**src/rtl/select_encode_seq_if.sv**
```systemverilog
// Control-unit side bundle of the register select/encode unit: instruction,
// manual selects and strobes, sequencer handshake and the enable vectors.
interface select_encode_seq_if #(
   parameter int REG_COUNT = 16,
   parameter int SEL_W     = 4,
   parameter int DATA_W    = 32
);
   logic [DATA_W-1:0]    IR_in;
   logic                 IR_load;
   logic                 G_ra;
   logic                 G_rb;
   logic                 G_rc;
   logic                 R_in;
   logic                 R_out;
   logic                 BA_out;
   logic                 seq_start;
   logic                 seq_ba;
   logic                 seq_ready;
   logic                 seq_done;
   logic [REG_COUNT-1:0] write_signals;
   logic [REG_COUNT-1:0] read_signals;
   logic [DATA_W-1:0]    C_sign_extended;
   logic                 sel_conflict;

   modport master (
      output IR_in, IR_load, G_ra, G_rb, G_rc, R_in, R_out, BA_out, seq_start, seq_ba,
      input  seq_ready, seq_done, write_signals, read_signals, C_sign_extended, sel_conflict
   );

   modport slave (
      input  IR_in, IR_load, G_ra, G_rb, G_rc, R_in, R_out, BA_out, seq_start, seq_ba,
      output seq_ready, seq_done, write_signals, read_signals, C_sign_extended, sel_conflict
   );
endinterface

```
**src/rtl/select_encode_seq.sv**
```systemverilog
// Register select/encode unit: IR latch, registered one-hot Rin/Rout enables,
// constant sign extension and a read-Rb / read-Rc / write-Ra operand sequencer.
module select_encode_seq #(
   parameter int REG_COUNT = 16,
   parameter int SEL_W     = 4,
   parameter int DATA_W    = 32,
   parameter int RA_LSB    = 23,
   parameter int RB_LSB    = 19,
   parameter int RC_LSB    = 15,
   parameter int C_W       = 19
) (
   input logic                clock,
   input logic                reset,
   select_encode_seq_if.slave bus
);

   localparam logic [1:0] IDLE  = 2'd0;
   localparam logic [1:0] SRC_B = 2'd1;
   localparam logic [1:0] SRC_C = 2'd2;
   localparam logic [1:0] DST_A = 2'd3;

   function automatic logic [REG_COUNT-1:0] onehot(input logic [SEL_W-1:0] sel_f);
      onehot = REG_COUNT'(1) << sel_f;
   endfunction

   function automatic logic signed [DATA_W-1:0] sign_ext(input logic [DATA_W-1:0] word);
      sign_ext = {{(DATA_W-C_W){word[C_W-1]}}, word[C_W-1:0]};
   endfunction

   logic [1:0]           state;
   logic [1:0]           state_d;
   logic [DATA_W-1:0]    ir_p0;
   logic [DATA_W-1:0]    ir_d;
   logic [REG_COUNT-1:0] read_p1;
   logic [REG_COUNT-1:0] write_p1;
   logic [REG_COUNT-1:0] read_d;
   logic [REG_COUNT-1:0] write_d;
   logic                 done_p1;
   logic                 done_d;
   logic                 conflict_p1;
   logic                 conflict_d;
   logic                 idle;
   logic [SEL_W-1:0]     ra;
   logic [SEL_W-1:0]     rb;
   logic [SEL_W-1:0]     rc;
   logic [SEL_W-1:0]     sel;
   logic                 any_g;
   logic                 multi_g;
   logic                 ir_unused;

   assign idle = (state == IDLE);
   assign ir_d = (idle && bus.IR_load) ? bus.IR_in : ir_p0;

   // Fields are taken from the IR register's next value, so a load that
   // coincides with seq_start feeds the new instruction into the sequence.
   assign ra = ir_d[RA_LSB +: SEL_W];
   assign rb = ir_d[RB_LSB +: SEL_W];
   assign rc = ir_d[RC_LSB +: SEL_W];
   assign ir_unused = ^ir_d;

   assign any_g   = bus.G_ra | bus.G_rb | bus.G_rc;
   assign multi_g = (bus.G_ra & bus.G_rb) | (bus.G_ra & bus.G_rc) | (bus.G_rb & bus.G_rc);
   assign sel     = bus.G_ra ? ra : (bus.G_rb ? rb : rc);

   // Next-cycle enables are decoded for the state being entered.
   always_comb begin
      state_d    = state;
      read_d     = '0;
      write_d    = '0;
      done_d     = 1'b0;
      conflict_d = conflict_p1;
      case (state)
         IDLE: begin
            if (bus.seq_start) begin
               state_d = SRC_B;
               if (!(bus.seq_ba && rb == '0)) read_d = onehot(rb);
            end else begin
               if (multi_g) conflict_d = 1'b1;
               if (any_g && bus.R_in) write_d = onehot(sel);
               if (any_g && (bus.R_out || (bus.BA_out && sel != '0))) read_d = onehot(sel);
            end
         end
         SRC_B: begin
            state_d = SRC_C;
            read_d  = onehot(rc);
         end
         SRC_C: begin
            state_d = DST_A;
            write_d = onehot(ra);
            done_d  = 1'b1;
         end
         default: state_d = IDLE;
      endcase
   end

   // Stage p1: registered state, IR and enable outputs
   always_ff @(posedge clock or posedge reset) begin
      if (reset) begin
         state       <= IDLE;
         ir_p0       <= '0;
         read_p1     <= '0;
         write_p1    <= '0;
         done_p1     <= 1'b0;
         conflict_p1 <= 1'b0;
      end else begin
         state       <= state_d;
         ir_p0       <= ir_d;
         read_p1     <= read_d;
         write_p1    <= write_d;
         done_p1     <= done_d;
         conflict_p1 <= conflict_d;
      end
   end

   assign bus.seq_ready       = idle;
   assign bus.seq_done        = done_p1;
   assign bus.read_signals    = read_p1;
   assign bus.write_signals   = write_p1;
   assign bus.sel_conflict    = conflict_p1;
   assign bus.C_sign_extended = sign_ext(ir_p0);

endmodule

```
**src/flat_wrapper.sv**
```systemverilog
// flat-port wrapper written by rule: the top's interface ports become plain ports
module select_encode_seq_flat 
#(
   parameter int REG_COUNT = 16,
   parameter int SEL_W     = 4,
   parameter int DATA_W    = 32,
   parameter int RA_LSB    = 23,
   parameter int RB_LSB    = 19,
   parameter int RC_LSB    = 15,
   parameter int C_W       = 19
)
  (clock, reset, bus_IR_in, bus_IR_load, bus_G_ra, bus_G_rb, bus_G_rc, bus_R_in, bus_R_out, bus_BA_out, bus_seq_start, bus_seq_ba, bus_seq_ready, bus_seq_done, bus_write_signals, bus_read_signals, bus_C_sign_extended, bus_sel_conflict);
  select_encode_seq_if #(.REG_COUNT(REG_COUNT), .SEL_W(SEL_W), .DATA_W(DATA_W)) bus_i ();
  input logic clock;
  input logic reset;
  input wire logic [$bits(bus_i.IR_in)-1:0] bus_IR_in;
  input wire logic [$bits(bus_i.IR_load)-1:0] bus_IR_load;
  input wire logic [$bits(bus_i.G_ra)-1:0] bus_G_ra;
  input wire logic [$bits(bus_i.G_rb)-1:0] bus_G_rb;
  input wire logic [$bits(bus_i.G_rc)-1:0] bus_G_rc;
  input wire logic [$bits(bus_i.R_in)-1:0] bus_R_in;
  input wire logic [$bits(bus_i.R_out)-1:0] bus_R_out;
  input wire logic [$bits(bus_i.BA_out)-1:0] bus_BA_out;
  input wire logic [$bits(bus_i.seq_start)-1:0] bus_seq_start;
  input wire logic [$bits(bus_i.seq_ba)-1:0] bus_seq_ba;
  output wire logic [$bits(bus_i.seq_ready)-1:0] bus_seq_ready;
  output wire logic [$bits(bus_i.seq_done)-1:0] bus_seq_done;
  output wire logic [$bits(bus_i.write_signals)-1:0] bus_write_signals;
  output wire logic [$bits(bus_i.read_signals)-1:0] bus_read_signals;
  output wire logic [$bits(bus_i.C_sign_extended)-1:0] bus_C_sign_extended;
  output wire logic [$bits(bus_i.sel_conflict)-1:0] bus_sel_conflict;
  assign bus_i.IR_in = bus_IR_in;
  assign bus_i.IR_load = bus_IR_load;
  assign bus_i.G_ra = bus_G_ra;
  assign bus_i.G_rb = bus_G_rb;
  assign bus_i.G_rc = bus_G_rc;
  assign bus_i.R_in = bus_R_in;
  assign bus_i.R_out = bus_R_out;
  assign bus_i.BA_out = bus_BA_out;
  assign bus_i.seq_start = bus_seq_start;
  assign bus_i.seq_ba = bus_seq_ba;
  assign bus_seq_ready = bus_i.seq_ready;
  assign bus_seq_done = bus_i.seq_done;
  assign bus_write_signals = bus_i.write_signals;
  assign bus_read_signals = bus_i.read_signals;
  assign bus_C_sign_extended = bus_i.C_sign_extended;
  assign bus_sel_conflict = bus_i.sel_conflict;
  select_encode_seq #(.REG_COUNT(REG_COUNT), .SEL_W(SEL_W), .DATA_W(DATA_W), .RA_LSB(RA_LSB), .RB_LSB(RB_LSB), .RC_LSB(RC_LSB), .C_W(C_W)) u_core (.clock(clock), .reset(reset), .bus(bus_i));
endmodule
```
**config.mk**
```make
export PLATFORM = sky130hd
export DESIGN_NAME = select_encode_seq_flat
export DESIGN_NICKNAME = d
export VERILOG_FILES = /design/src/rtl/select_encode_seq_if.sv /design/src/rtl/select_encode_seq.sv /design/src/flat_wrapper.sv
export SDC_FILE = /design/constraint.sdc
export NUM_CORES = 1
export LEC_CHECK = 0
export CAP_MARGIN = 10
export CORE_MARGIN = 5
export CORE_UTILIZATION = 35
export CTS_CLUSTER_SIZE = 16
export DETAILED_ROUTE_END_ITERATION = 12
export DONT_BUFFER_PORTS = 1
export GPL_TIMING_DRIVEN = 1
export PLACE_DENSITY = 0.56
export SETUP_SLACK_MARGIN = 0.05
export SLEW_MARGIN = 20
export SYNTH_ARGS = -nofsm -noshare
export SYNTH_HDL_FRONTEND = slang
export SYNTH_SLANG_ARGS = --single-unit
```
**constraint.sdc**
```tcl
create_clock -name clock -period 6 [get_ports clock]
set_input_delay 1.2 -clock clock [delete_from_list [all_inputs] [get_ports clock]]
set_output_delay 1.2 -clock clock [all_outputs]
set_load 0.02 [all_outputs]
```
==> metrics.md <==
| Metric | Value |
|---|---|
| Overall routing resource usage | `15.9%` |
| Classification of the worst-slack hold path | `register to register` |
| Normalized max-slew margin | `38.6%` |
| Master of the slowest instance on the critical path | `sky130_fd_sc_hd__mux4_1` |
| CP Launch Type | `input port` |
| Setup repair after global routing missed its margin | `false` |
| DIE HEIGHT | `110 um` |
| Crit Reg-Reg Startpoint | `u_core.state[0]$_DFFE_PP0P_` |
| Register clock-pin slew on the reported worst setup and hold paths | `0.07 ns` |
| Gate Count Post-Synth | `343` |
| Required time worst endpoint | `6.22 ns` |
| Cells along the critical path | `nand2_2 -> mux4_1 -> mux2_2 -> a41oi_1 -> o21ai_1` |
| Primary FF master, synth | `sky130_fd_sc_hd__dfrtp_1` |
| Post-route ant nets | `0` |
| First-pass GRT wire length | `14.3 mm` |
| CP Class | `input port to register` |
| Non-filler cells, final | `446` |
| Detailed-route wire length per cell | `20.0 um` |
| Mapped cell area | `3490 um2` |
| Congestion Overflow GR | `0` |
| Share of flip-flops with an asynchronous set or reset after synthesis | `100%` |
| Clock tree from TritonCTS | `done` |
| Starting utilization of the core area | `35.8%` |
| H-tree depth | `3` |
| Number of port buffers | `0` |
| Pin count of the biggest net entering global routing | `40` |
| Worst path max stage delay | `0.73 ns` |
| Fin. Hold Viols | `0` |
| Worst-margin pin slew | `0.918 ns` |
| Clock tree skew after final layout | `0.0124 ns` |
| Number of antenna violations at the first check in global routing | `0` |
| CTS Hold Bufs | `0` |
| Fillers | `984` |
| Number of diodes | `0` |
| Count of warnings emitted by yosys | `0` |
| Max-slew violation total from the final report | `0` |
| Crit. End Element | `register` |
| Boundary Pins | `110` |
| Final Util | `36.4%` |
| P_leak | `0.00151 uW` |
| Layout overhead on the synthesized area | `1.72%` |
| Fin Setup TNS | `0 ns` |
| Area of the core region | `9770 um2` |
| Net Count, Synth | `389` |
| Placer Congestion | `0.919` |
| Proportion of layout cells with a drive suffix above 1 | `18.2%` |
| Timing-limited maximum frequency | `324 MHz` |
| # setup viols final | `0` |
| Root buffer selected by CTS | `sky130_fd_sc_hd__clkbuf_8` |
| DRC errors left | `0` |
| CTS Buf Count | `9` |
| Total iterations of the first detailed-routing run | `4` |
| Number of flops mapped to enable cells by yosys | `0` |
| Source of the critical timing path | `bus_IR_load` |
| Final critical path time including I/O delays and setup | `3.08 ns` |
| CTS resizes | `0` |
| Reg-to-reg slack, setup | `3.10 ns` |
| Vias after detailed routing | `2474` |
| Post-CTS setup buffers | `0` |
| Period Utilization, post-route | `51.4%` |
| Via count of the first global-routing pass | `2489` |
| Post-synth cell types | `56` |
| Power density over the cells | `554 nW/um2` |
| Max clock buf depth | `2` |
| Placed cell count | `430` |
| Initial DRC count | `174` |
| Status | `finished, final reports clean` |
| Total half-perimeter wirelength after legalization and detailed placement | `6.88 mm` |
| Clock sink count | `63` |
| Area of the die | `12100 um2` |
| Post-synthesis sequential element count | `63` |
| CP arrival | `3.30 ns` |
| Routed wire length | `8.93 mm` |
| Max-capacitance violation count | `0` |
| Per-instance average area after synthesis | `10.2 um2` |
| Peak VDD IR | `184 uV` |
| Site Rows | `36` |
| Final-layout worst hold slack | `0.563 ns` |
| Sequential share of the synthesized area | `45.1%` |
| Die Span X | `110 um` |
| Start point of the worst hold path | `u_core.ir_p0[25]$_DFF_PP0_` |
| Highest net fanout along the worst path | `39` |
| Nets | `354` |
| Vias per cell | `5.55` |
| Clock latency of the later-clocked register in the worst-skew pair | `0.35 ns` |
## power breakdown
| part | switching [uW] | internal, uW | total (uW) |
|---|---|---|---|
| clock network | 166 | 201 | 367 |
| logic | 512 | 274 | 787 |
| registers | 242 | 573 | 816 |
## per-layer routing
| metal | routed length, um | up-vias | GRT usage (%) |
|---|---|---|---|
| met2 | 4150 | 74 | 23.4 |
| li1 | - | 1160 | - |
| met5 | 0 | - | 0 |
| met4 | 143 | 0 | 5.52 |
| met1 | 3810 | 1229 | 21.6 |
| met3 | 824 | 11 | 5.70 |
## cells in the final DEF, fill, tap and decap left out, types with 10 or more instances in the layout
| cell type | count |
|---|---|
| sky130_fd_sc_hd__nor3_1 | 10 |
| sky130_fd_sc_hd__nand2_1 | 12 |
| sky130_fd_sc_hd__mux2_2 | 19 |
| sky130_fd_sc_hd__nand3_1 | 24 |
| sky130_fd_sc_hd__o22ai_1 | 18 |
| sky130_fd_sc_hd__a21oi_1 | 16 |
| sky130_fd_sc_hd__o21ai_1 | 13 |
| sky130_fd_sc_hd__inv_1 | 15 |
| sky130_fd_sc_hd__dfrtp_1 | 62 |
| sky130_fd_sc_hd__clkbuf_8 | 10 |
| sky130_fd_sc_hd__o21ai_0 | 13 |
## worst paths after layout
path,depth (start not counted),endpoint
setup / recovery,5,u_core.bus.read_signals[3]$_DFF_PP0_
hold / removal,1,u_core.ir_p0[25]$_DFF_PP0_
setup reg to reg,7,u_core.bus.read_signals[3]$_DFF_PP0_
hold reg to reg,1,u_core.ir_p0[25]$_DFF_PP0_
max in group asynchronous,2,u_core.ir_p0[18]$_DFF_PP0_
min in group asynchronous,1,u_core.bus.write_signals[6]$_DFF_PP0_
## cell type report
cell class | count | area, um2 | share of cell area (%)
sequential | 63 | 1580 | 44.4
multi-input combinational | 215 | 1530 | 43.0
tap | 133 | 166 | 4.68
clock buffer | 10 | 138 | 3.87
clock inverter | 6 | 60.1 | 1.69
inverter | 16 | 60.1 | 1.69
timing repair buffer | 3 | 22.5 | 0.634
## cells in the mapped netlist, drive strengths merged, types with 3 or more instances
cell	instances	share of area [%]
and3	5	0.90
a211oi	3	0.79
a41oi	7	1.8
nor3	10	1.4
dfrtp	63	45
a21oi	16	2.3
and4b	4	1.1
mux2i	5	2.1
a31oi	6	1.1
a21bo	4	1.1
a21o	4	0.86
nand2	13	1.5
nand3	24	3.4
nor3b	3	0.64
nor2	8	0.86
o22ai	18	3.2
o21ai	26	3.7
nand2b	4	0.72
ha	3	1.1
inv	16	1.7
clkbuf	9	1.0
buf	40	8.4
mux2	20	6.6
and2	3	0.54
## flip-flops by register name, indices dropped and copies added (netlist names)
| signal | flops |
|---|---|
| u_core.bus.read_signals | 16 |
| u_core.bus.sel_conflict | 1 |
| u_core.bus.seq_done | 1 |
| u_core.bus.write_signals | 16 |
| u_core.ir_p0 | 27 |
| u_core.state | 2 |
## kinds of logic after synthesis
kind of cell / count (synthesis) / share of synthesized area (%)
compound gates: 97 / 18.9
fa+ha+maj: 4 / 1.36
buf+inv: 65 / 11.1
flops: 63 / 45.1
mux: 26 / 9.45
simple gates: 88 / 14.1
## metrics by stage
stage	worst slack [ns]	instance area (um2)	power (uW)
6_report	2.92	3550	1970
5_1_grt	2.74	3550	2120
4_1_cts	2.91	3550	1990
3_5_place_dp	2.54	3360	1610
3_3_place_gp	2.62	3360	1590
2_1_floorplan	3.23	3490	1570
## worst max-delay path: cells and delay by family
family             cells  cell delay (ns)
AOI/OAI and AO/OA      2             0.33
muxes                  2             1.11
and+or+nand+nor        1             0.65
No activity file was read; power rests on OpenSTA's default activity.
